--- src/rtl/store_byte_serializer_pkg.sv ---
// Shared definitions for the store byte serializer: store-size codes, FSM states
// and small decode helpers used by the top level.
package store_byte_serializer_pkg;

  localparam logic [1:0] SIZE_B = 2'b00;
  localparam logic [1:0] SIZE_H = 2'b01;
  localparam logic [1:0] SIZE_W = 2'b10;

  typedef enum logic [1:0] {
    ST_IDLE,
    ST_SEND,
    ST_RESP
  } state_t;

  // Index of the final beat (N-1), kept in 2 bits so N=4 never needs a third bit.
  function automatic logic [1:0] last_beat(input logic [1:0] size);
    case (size)
      SIZE_B:  last_beat = 2'd0;
      SIZE_H:  last_beat = 2'd1;
      default: last_beat = 2'd3;
    endcase
  endfunction

  function automatic logic req_bad(input logic [1:0] size, input logic [1:0] lsb);
    case (size)
      SIZE_B:  req_bad = 1'b0;
      SIZE_H:  req_bad = lsb[0];
      SIZE_W:  req_bad = (lsb != 2'b00);
      default: req_bad = 1'b1;
    endcase
  endfunction

endpackage

--- src/rtl/store_byte_serializer_if.sv ---
// Request and byte-wide memory bus of the store byte serializer.
interface store_byte_serializer_if #(
  parameter int unsigned ADDR_W = 32
);
  logic              req_valid;
  logic              req_ready;
  logic [31:0]       req_data;
  logic [ADDR_W-1:0] req_addr;
  logic [1:0]        req_size;
  logic              mem_we;
  logic [ADDR_W-1:0] mem_addr;
  logic [7:0]        mem_wdata;
  logic              mem_ack;
  logic              done;
  logic              err;

  modport master (
    output req_valid, req_data, req_addr, req_size, mem_ack,
    input  req_ready, mem_we, mem_addr, mem_wdata, done, err
  );

  modport slave (
    input  req_valid, req_data, req_addr, req_size, mem_ack,
    output req_ready, mem_we, mem_addr, mem_wdata, done, err
  );
endinterface

--- src/rtl/store_byte_serializer_byte_lane_select.sv ---
// Picks byte lane idx (little-endian) out of a 32-bit word; purely combinational.
module byte_lane_select (
  input  logic [31:0] word,
  input  logic [1:0]  idx,
  output logic [7:0]  lane
);
  always_comb begin
    lane = '0;
    case (idx)
      2'd0: lane = word[7:0];
      2'd1: lane = word[15:8];
      2'd2: lane = word[23:16];
      2'd3: lane = word[31:24];
      default: lane = '0;
    endcase
  end
endmodule

--- src/rtl/store_byte_serializer.sv ---
// Serializes an SB/SH/SW store operand onto a byte-wide memory port, one acked
// beat at a time, little-endian, with alignment checking and per-beat timeout.
module store_byte_serializer
  import store_byte_serializer_pkg::*;
#(
  parameter int unsigned ADDR_W  = 32,
  parameter int unsigned TIMEOUT = 16
) (
  input  logic                     clk,
  input  logic                     rst_n,
  store_byte_serializer_if.slave   bus
);

  localparam int unsigned TW = (TIMEOUT > 0) ? $clog2(TIMEOUT + 1) : 1;
  localparam logic [TW-1:0] TLAST = TW'((TIMEOUT > 0) ? TIMEOUT - 1 : 0);

  state_t            state;
  logic [31:0]       data_q;
  logic [ADDR_W-1:0] addr_q;
  logic [1:0]        last_q;
  logic [1:0]        beat;
  logic [TW-1:0]     tcnt;

  logic [31:0]       lane_word;
  logic [1:0]        lane_idx;
  logic [7:0]        lane_byte;
  logic              timed_out;

  // The lane mux looks one beat ahead so mem_wdata can be registered with mem_addr.
  always_comb begin
    lane_word = data_q;
    lane_idx  = beat + 2'd1;
    if (state == ST_IDLE) begin
      lane_word = bus.req_data;
      lane_idx  = '0;
    end
  end

  byte_lane_select u_lane (
    .word (lane_word),
    .idx  (lane_idx),
    .lane (lane_byte)
  );

  assign bus.req_ready = (state == ST_IDLE);
  assign timed_out     = (TIMEOUT != 0) && (tcnt == TLAST);

  always_ff @(posedge clk) begin
    if (!rst_n) begin
      state         <= ST_IDLE;
      data_q        <= '0;
      addr_q        <= '0;
      last_q        <= '0;
      beat          <= '0;
      tcnt          <= '0;
      bus.mem_we    <= 1'b0;
      bus.mem_addr  <= '0;
      bus.mem_wdata <= '0;
      bus.done      <= 1'b0;
      bus.err       <= 1'b0;
    end else begin
      bus.done <= 1'b0;
      bus.err  <= 1'b0;
      unique case (state)
        ST_IDLE: begin
          if (bus.req_valid) begin
            data_q <= bus.req_data;
            addr_q <= bus.req_addr;
            last_q <= last_beat(bus.req_size);
            beat   <= '0;
            tcnt   <= '0;
            if (req_bad(bus.req_size, bus.req_addr[1:0])) begin
              bus.err <= 1'b1;
              state   <= ST_RESP;
            end else begin
              bus.mem_we    <= 1'b1;
              bus.mem_addr  <= bus.req_addr;
              bus.mem_wdata <= lane_byte;
              state         <= ST_SEND;
            end
          end
        end
        ST_SEND: begin
          // An ack in the final timeout cycle still completes the beat.
          if (bus.mem_ack) begin
            tcnt <= '0;
            if (beat == last_q) begin
              bus.mem_we <= 1'b0;
              bus.done   <= 1'b1;
              state      <= ST_RESP;
            end else begin
              beat          <= beat + 2'd1;
              bus.mem_addr  <= {addr_q[ADDR_W-1:2], addr_q[1:0] + beat + 2'd1};
              bus.mem_wdata <= lane_byte;
            end
          end else if (timed_out) begin
            bus.mem_we <= 1'b0;
            bus.err    <= 1'b1;
            state      <= ST_RESP;
          end else begin
            tcnt <= tcnt + TW'(1);
          end
        end
        ST_RESP: state <= ST_IDLE;
        default: state <= ST_IDLE;
      endcase
    end
  end

endmodule
--- src/flat_wrapper.sv ---
// flat-port wrapper written by rule: the top's interface ports become plain ports
module store_byte_serializer_flat import store_byte_serializer_pkg::*;
#(
  parameter int unsigned ADDR_W  = 32,
  parameter int unsigned TIMEOUT = 16
)
  (clk, rst_n, bus_req_valid, bus_req_data, bus_req_addr, bus_req_size, bus_mem_ack, bus_req_ready, bus_mem_we, bus_mem_addr, bus_mem_wdata, bus_done, bus_err);
  store_byte_serializer_if #(.ADDR_W(ADDR_W)) bus_i ();
  input  logic clk;
  input  logic rst_n;
  input wire logic [$bits(bus_i.req_valid)-1:0] bus_req_valid;
  input wire logic [$bits(bus_i.req_data)-1:0] bus_req_data;
  input wire logic [$bits(bus_i.req_addr)-1:0] bus_req_addr;
  input wire logic [$bits(bus_i.req_size)-1:0] bus_req_size;
  input wire logic [$bits(bus_i.mem_ack)-1:0] bus_mem_ack;
  output wire logic [$bits(bus_i.req_ready)-1:0] bus_req_ready;
  output wire logic [$bits(bus_i.mem_we)-1:0] bus_mem_we;
  output wire logic [$bits(bus_i.mem_addr)-1:0] bus_mem_addr;
  output wire logic [$bits(bus_i.mem_wdata)-1:0] bus_mem_wdata;
  output wire logic [$bits(bus_i.done)-1:0] bus_done;
  output wire logic [$bits(bus_i.err)-1:0] bus_err;
  assign bus_i.req_valid = bus_req_valid;
  assign bus_i.req_data = bus_req_data;
  assign bus_i.req_addr = bus_req_addr;
  assign bus_i.req_size = bus_req_size;
  assign bus_i.mem_ack = bus_mem_ack;
  assign bus_req_ready = bus_i.req_ready;
  assign bus_mem_we = bus_i.mem_we;
  assign bus_mem_addr = bus_i.mem_addr;
  assign bus_mem_wdata = bus_i.mem_wdata;
  assign bus_done = bus_i.done;
  assign bus_err = bus_i.err;
  store_byte_serializer #(.ADDR_W(ADDR_W), .TIMEOUT(TIMEOUT)) u_core (.clk(clk), .rst_n(rst_n), .bus(bus_i));
endmodule
--- config.mk ---
export PLATFORM = sky130hd
export DESIGN_NAME = store_byte_serializer_flat
export DESIGN_NICKNAME = d
export VERILOG_FILES = /design/src/rtl/store_byte_serializer_pkg.sv /design/src/rtl/store_byte_serializer_if.sv /design/src/rtl/store_byte_serializer_byte_lane_select.sv /design/src/rtl/store_byte_serializer.sv /design/src/flat_wrapper.sv
export SDC_FILE = /design/constraint.sdc
export NUM_CORES = 1
export LEC_CHECK = 0
export BUFFER_PORTS_ARGS = -buffer_cell sky130_fd_sc_hd__buf_2
export CAP_MARGIN = 30
export CORE_MARGIN = 2
export CORE_UTILIZATION = 49
export CTS_CLUSTER_SIZE = 24
export DETAILED_ROUTE_END_ITERATION = 8
export PLACE_DENSITY_LB_ADDON = 0.05
export SYNTH_ARGS = -nofsm -noshare
export SYNTH_HDL_FRONTEND = slang
export SYNTH_HIERARCHICAL = 1
export SYNTH_SLANG_ARGS = --single-unit
--- constraint.sdc ---
create_clock -name clk -period 2.4 [get_ports clk]
set_clock_uncertainty 0.2 [all_clocks]
set_input_delay 0.48 -clock clk [delete_from_list [all_inputs] [get_ports clk]]
set_output_delay 0.48 -clock clk [all_outputs]
set_load 0.02 [all_outputs]
# == Word level (Yosys, flattened, before mapping) ==
# Cells that the tools add are included.
# op_classes
addsub,4
reduce_logical,12
mux,44
eq_ne,15
# op_table
cell,count
$mux W32,5
$pmux W32 S2,1
$mux W8,4
$pmux W8 S4,1
$mux W2,9
$pmux W8 S2,1
$mux W5,3
$mux W1,13
$pmux W2 S2,3
$pmux W5 S2,1
$reduce_and A5 Y1,2
$reduce_and A3 Y1,3
$ne A2 B2 Y1 const B,4
$eq A2 B1 Y1 const B,3
$eq A2 B2 Y1 const B,3
$logic_not A2 Y1,3
$ne A3 B2 Y1 const B,2
$add A5 B1 Y5 const B,1
$eq A5 B4 Y1 const B,1
$add A2 B1 Y2 const B,2
$pmux W1 S2,2
$reduce_and A4 Y1,1
$reduce_bool A2 Y1,2
$ne A3 B3 Y1 const B,1
4 further kinds,4
# totals
register_bits,118
word_cells,86
out_inout_bits,44
input_bits,70

# == Logic depth before layout (Yosys ltp) ==
# depth
word_depth,8
depth_mapped,8
depth_no_buf,7

# == By module ==
# Netlist, hierarchy kept.
# modules_own_cells
module,area_each_um2,seq_area_each_um2,n_inst,cells_per_inst
store_byte_serializer,5190.0,2362.3,1,599
byte_lane_select,196.4,0.0,1,10

# == Least setup slack after synthesis ==
# No wires, ideal clock.
# synth_timing
path_kind,flip-flop to flip-flop
start,register u_core.state[1]
end,register u_core.bus.mem_wdata[0]
path_buffers,2
stages_incl_launch_ff,8
t_required_ps,2079
arrival_time_ps,2077
setup_slack_ps,2
path_cell_list,dfxtp_1 clkbuf_1 nor2_1 buf_2 mux2_2 mux4_2 nand2_1 mux2i_1
# synth_between
word_cells_on_any_way,20
cone_classes,8 x eq/ne; 8 x mux; 4 x reduce/logical
# synth_rtl
element,line,source
start: declaration,store_byte_serializer.sv:17,state_t state;
start signal: assignment,store_byte_serializer.sv:50,state <= ST_IDLE;
start signal: assignment,store_byte_serializer.sv:74,state <= ST_RESP;
start signal: assignment,store_byte_serializer.sv:79,state <= ST_SEND;
$logic_not A2 Y1 (*),n/a,
net bus_req_ready,flat_wrapper.sv:16,output wire logic [$bits(bus_i.req_ready)-1:0] bus_req_ready;
$mux W32 (*),store_byte_serializer.sv:33,if (state == ST_IDLE) begin
net u_core.lane_word[24],store_byte_serializer.sv:24,logic [31:0] lane_word;
$pmux W8 S4 (*),store_byte_serializer_byte_lane_select.sv:9,case (idx)
net u_core.lane_byte[0],store_byte_serializer.sv:26,logic [7:0] lane_byte;
"$mux W8, on equally long branches","store_byte_serializer.sv:87, store_byte_serializer.sv:72",
"$mux W8, on equally long branches","store_byte_serializer.sv:85, store_byte_serializer.sv:66",
$pmux W8 S2 (*),store_byte_serializer.sv:64,unique case (state)
end signal: assignment,store_byte_serializer.sv:78,bus.mem_wdata <= lane_byte;
end signal: assignment,store_byte_serializer.sv:94,bus.mem_wdata <= lane_byte;
end: declaration,store_byte_serializer_if.sv:24,"output req_ready, mem_we, mem_addr, mem_wdata, done, err"
# Mark *: on every way through the listed nets, which the timed path passes. The rest lies on a longest branch. The select of a mux whose other input is x is not followed.
# A chain may end at the register's enable or synchronous reset.

# == Worst setup path after layout ==
# layout_timing
start,register u_core.tcnt[0]
end,register u_core.tcnt[4]
# layout_between
elab_chain_cells,4
word_cells_on_any_way,7
cone_classes,1 x add/sub; 2 x eq/ne; 3 x mux; 1 x reduce/logical
# layout_rtl
element,line,source
start: declaration,store_byte_serializer.sv:22,logic [TW-1:0] tcnt;
start signal: assignment,store_byte_serializer.sv:101,tcnt <= tcnt + TW'(1);
$add A5 B1 Y5,store_byte_serializer.sv:101,
$mux W5,store_byte_serializer.sv:96,end else if (timed_out) begin
$mux W5,store_byte_serializer.sv:85,if (bus.mem_ack) begin
$pmux W5 S2,store_byte_serializer.sv:64,
# Parallel ways exist; a longest one is shown, timed or not. The select of a mux whose other input is x is not followed.

==> run summary <==
XOR/XNOR Fraction of Synth Area -> 0.790%
largest net degree at the start of global routing -> 67
CP peak stage delay -> 0.50 ns
CTS Buf Count -> 17
CP max FO -> 7
Netlist cell types -> 45
number of synthesized flops with an enable pin -> 0
num rows -> 38
ranking of synthesized cells by area -> dfxtp_1 (44%), nand2_1 (11%), mux2i_1 (7.2%)
largest family of logic cells by synthesized area -> simple AND/OR/NAND/NOR gates
post-synthesis mux area share -> 17.5%
delay-heaviest family, CP -> simple AND/OR/NAND/NOR gates
initial antenna violation count -> 0
final WL -> 13.8 mm
WP data required -> 2.64 ns
Die Y -> 109 um
PortBufs -> 113
vias per std cell -> 5.45
post-route ant nets -> 0
status -> finished, final reports clean
DR pass1 iterations -> 4
register area share after synthesis -> 43.9%
Initial Utilization -> 49.9%
Clk pin slew, worst setup/hold paths -> 0.05 ns
FILL cells -> 958
Fin. Hold Viols -> 0
# nets final -> 803
synthesized netlist net count -> 682
# DRC -> 0
CP arrival -> 2.46 ns
Placed Instances -> 822
PwrDens -> 757 nW/um^2
crit end category -> flip-flop
ys async rst share -> 0%
crit share post-route -> 92.4%
first-pass GRT wire length -> 21.9 mm
Non-Filler Instances -> 881
relative slew slack -> 53.7%
most frequent CP cell -> ha_1
Resize count post-CTS -> 0
CP Buf/Inv Count -> 0
Die Area -> 11,800 um^2
Critical Path, Cell by Cell -> ha_1, and3_1, ha_1, nand2b_1, mux2i_1, or4b_1, a21oi_1
CTS Root Cell -> clkbuf_8
clk sinks -> 118
Die X -> 109 um
CTS tree -> yes
Max VDD drop -> 0.000434 V
most frequent cell after synthesis -> nand2_1
PnR worst setup slack -> 0.181 ns
Placeable Area -> 10,800 um^2
Final setup viols -> 0
Max Root-Sink Buffers -> 2
vias in the first global route -> 4,511
flip-flop and latch area -> 2360 um^2
#FFs+latches synth -> 118
P&R area growth vs syn -> 27.6%
Fin Hold WS -> 0.0210 ns
Top FF cell, synth -> dfxtp_1
Synth Area in Compound Gates -> 14.0%
DPL Wire Length -> 8.91 mm
worst-skew pair later-pin latency -> 0.51 ns
mapped cell area -> 5390 um^2
Max Cap Viol -> 0
num ports -> 114
vias -> 4,798
Max Clk Rate -> 451 MHz
simple-gate share of the synthesized area -> 18.0%
Final min period -> 2.22 ns
Critical Path Source Type -> flip-flop
H-tree depth -> 4
Starting DRT DRC Count -> 260
Leak -> 3.03 nW
cells after synthesis -> 609
TNS Setup -> 0 ns
final global-route overflow total -> 0
Inserted Diodes -> 0
most frequent cells after synthesis -> nand2_1 (154), dfxtp_1 (118), a21oi_1 (73)
RSZ-0062 raised after global routing -> no
share of the synthesized area in the top cell type -> 43.9%
actual transition at the worst max-transition pin -> 0.692 ns
class of the worst hold path -> in -> reg
fraction of layout cells with a size suffix above 1 -> 25.0%
GR Util All Layers -> 23.8%
Synth warnings -> 6
Yosys top cell by area -> dfxtp_1
routability congestion estimate -> 0.752
CP max stage cell -> or4b_1
WS Path Type -> reg -> reg
WL/cell -> 15.7 um
Final Slew Violations -> 0
pre-CTS setup slack -> 0.190 ns
Synth Area in Adders -> 0.697%
Mean Syn Cell Area -> 8.84 um^2
multi-input logic area -> 2760 um^2
-- stage by stage --
stage / power, W / cell area [um^2] / util, %
6_report: 0.00521 / 6870 / 63.7
5_1_grt: 0.00545 / 6870 / 63.7
2_1_floorplan: 0.00279 / 5390 / -
3_3_place_gp: 0.00306 / 6080 / 56.4
4_1_cts: 0.00526 / 6870 / 63.7
3_5_place_dp: 0.00308 / 6080 / 56.4
-- layer usage --
layer  GRT usage, %  share of wire, %  up-vias
li1               -                 -     2384
met1           30.8                45     2266
met2           39.3                50      138
met3           5.02               4.8       10
met4           8.42              0.94        0
met5              0                 0        -
-- final timing paths --
path | slack, ns | startpoint | cells after the start | endpoint
hold / removal | 0.02 | bus_req_addr[30] | 3 | u_core/addr_q[30]
setup / recovery | 0.18 | u_core/tcnt[0] | 7 | u_core/tcnt[4]
hold reg to reg | 0.25 | u_core/data_q[22] | 2 | u_core/data_q[22]
setup reg to reg | 0.18 | u_core/tcnt[0] | 7 | u_core/tcnt[4]
-- registers in the layout, indices dropped and copies added (netlist names) --
name,flops
u_core/addr_q,32
u_core/bus.mem_addr,32
u_core/data_q,32
u_core/bus.mem_wdata,8
u_core/tcnt,5
u_core/beat,2
u_core/last_q,2
u_core/state,2
u_core/bus.done,1
u_core/bus.err,1
u_core/bus.mem_we,1
-- cells in the final DEF (no fill, tap or decap), drive strengths merged, types with 2 or more instances in the layout --
cell / netlist / layout
buf: 17 / 129
a21oi: 73 / 73
mux2: 33 / 33
xor2: 2 / 2
o2111ai: 2 / 2
nand3: 3 / 3
nand4: 32 / 32
inv: 7 / 7
o31ai: 31 / 31
clkbuf: 39 / 25
o21ai: 7 / 7
mux4: 8 / 8
ha: 3 / 3
o211ai: 3 / 3
nor3: 6 / 6
clkinv: 0 / 5
nand2: 154 / 154
nand2b: 4 / 4
mux2i: 39 / 39
and3: 2 / 2
xnor2: 2 / 2
nor2: 9 / 9
dfxtp: 118 / 118
dlygate4sd3: 0 / 29
-- final cells by class --
class,count,area share (%)
multi-input cells,428,40.1
clock buffers,25,6.90
repair buffers,158,15.3
flip-flops and latches,118,34.4
clock inverters,5,0.364
well taps,140,2.55
inverters,7,0.382
-- cell families (layout without fill, tap and decap cells) --
kind of cell	Yosys count	count (layout)
mux	80	80
simple gates	218	218
buf+inv	63	195
compound gates	123	123
xor+xnor	4	4
fa+ha+maj	3	3
flops	118	118
-- power breakdown --
| part | switching (W) | leakage, nW | internal [W] | total, W |
|---|---|---|---|---|
| Clock | 0.000800 | 0.251 | 0.00133 | 0.00213 |
| Combinational | 0.000518 | 1.82 | 0.000398 | 0.000916 |
| Sequential | 0.0000661 | 0.966 | 0.00210 | 0.00216 |
| Total | 0.00139 | 3.03 | 0.00382 | 0.00521 |
-- repair_timing --
| action | in CTS | in global routing |
|---|---|---|
| endpoints found under the hold margin | 29 | 0 |
| buffers inserted | 0 | 0 |
| hold buffers | 29 | 0 |
-- worst reg2reg max path, stage by stage, from the launching register on --
cell      delay, ns
dfxtp_1        0.33
ha_1           0.23
and3_1         0.19
ha_1           0.21
nand2b_1       0.16
mux2i_1        0.19
or4b_1         0.50
a21oi_1        0.14
Power figures use the tool's default switching activity.
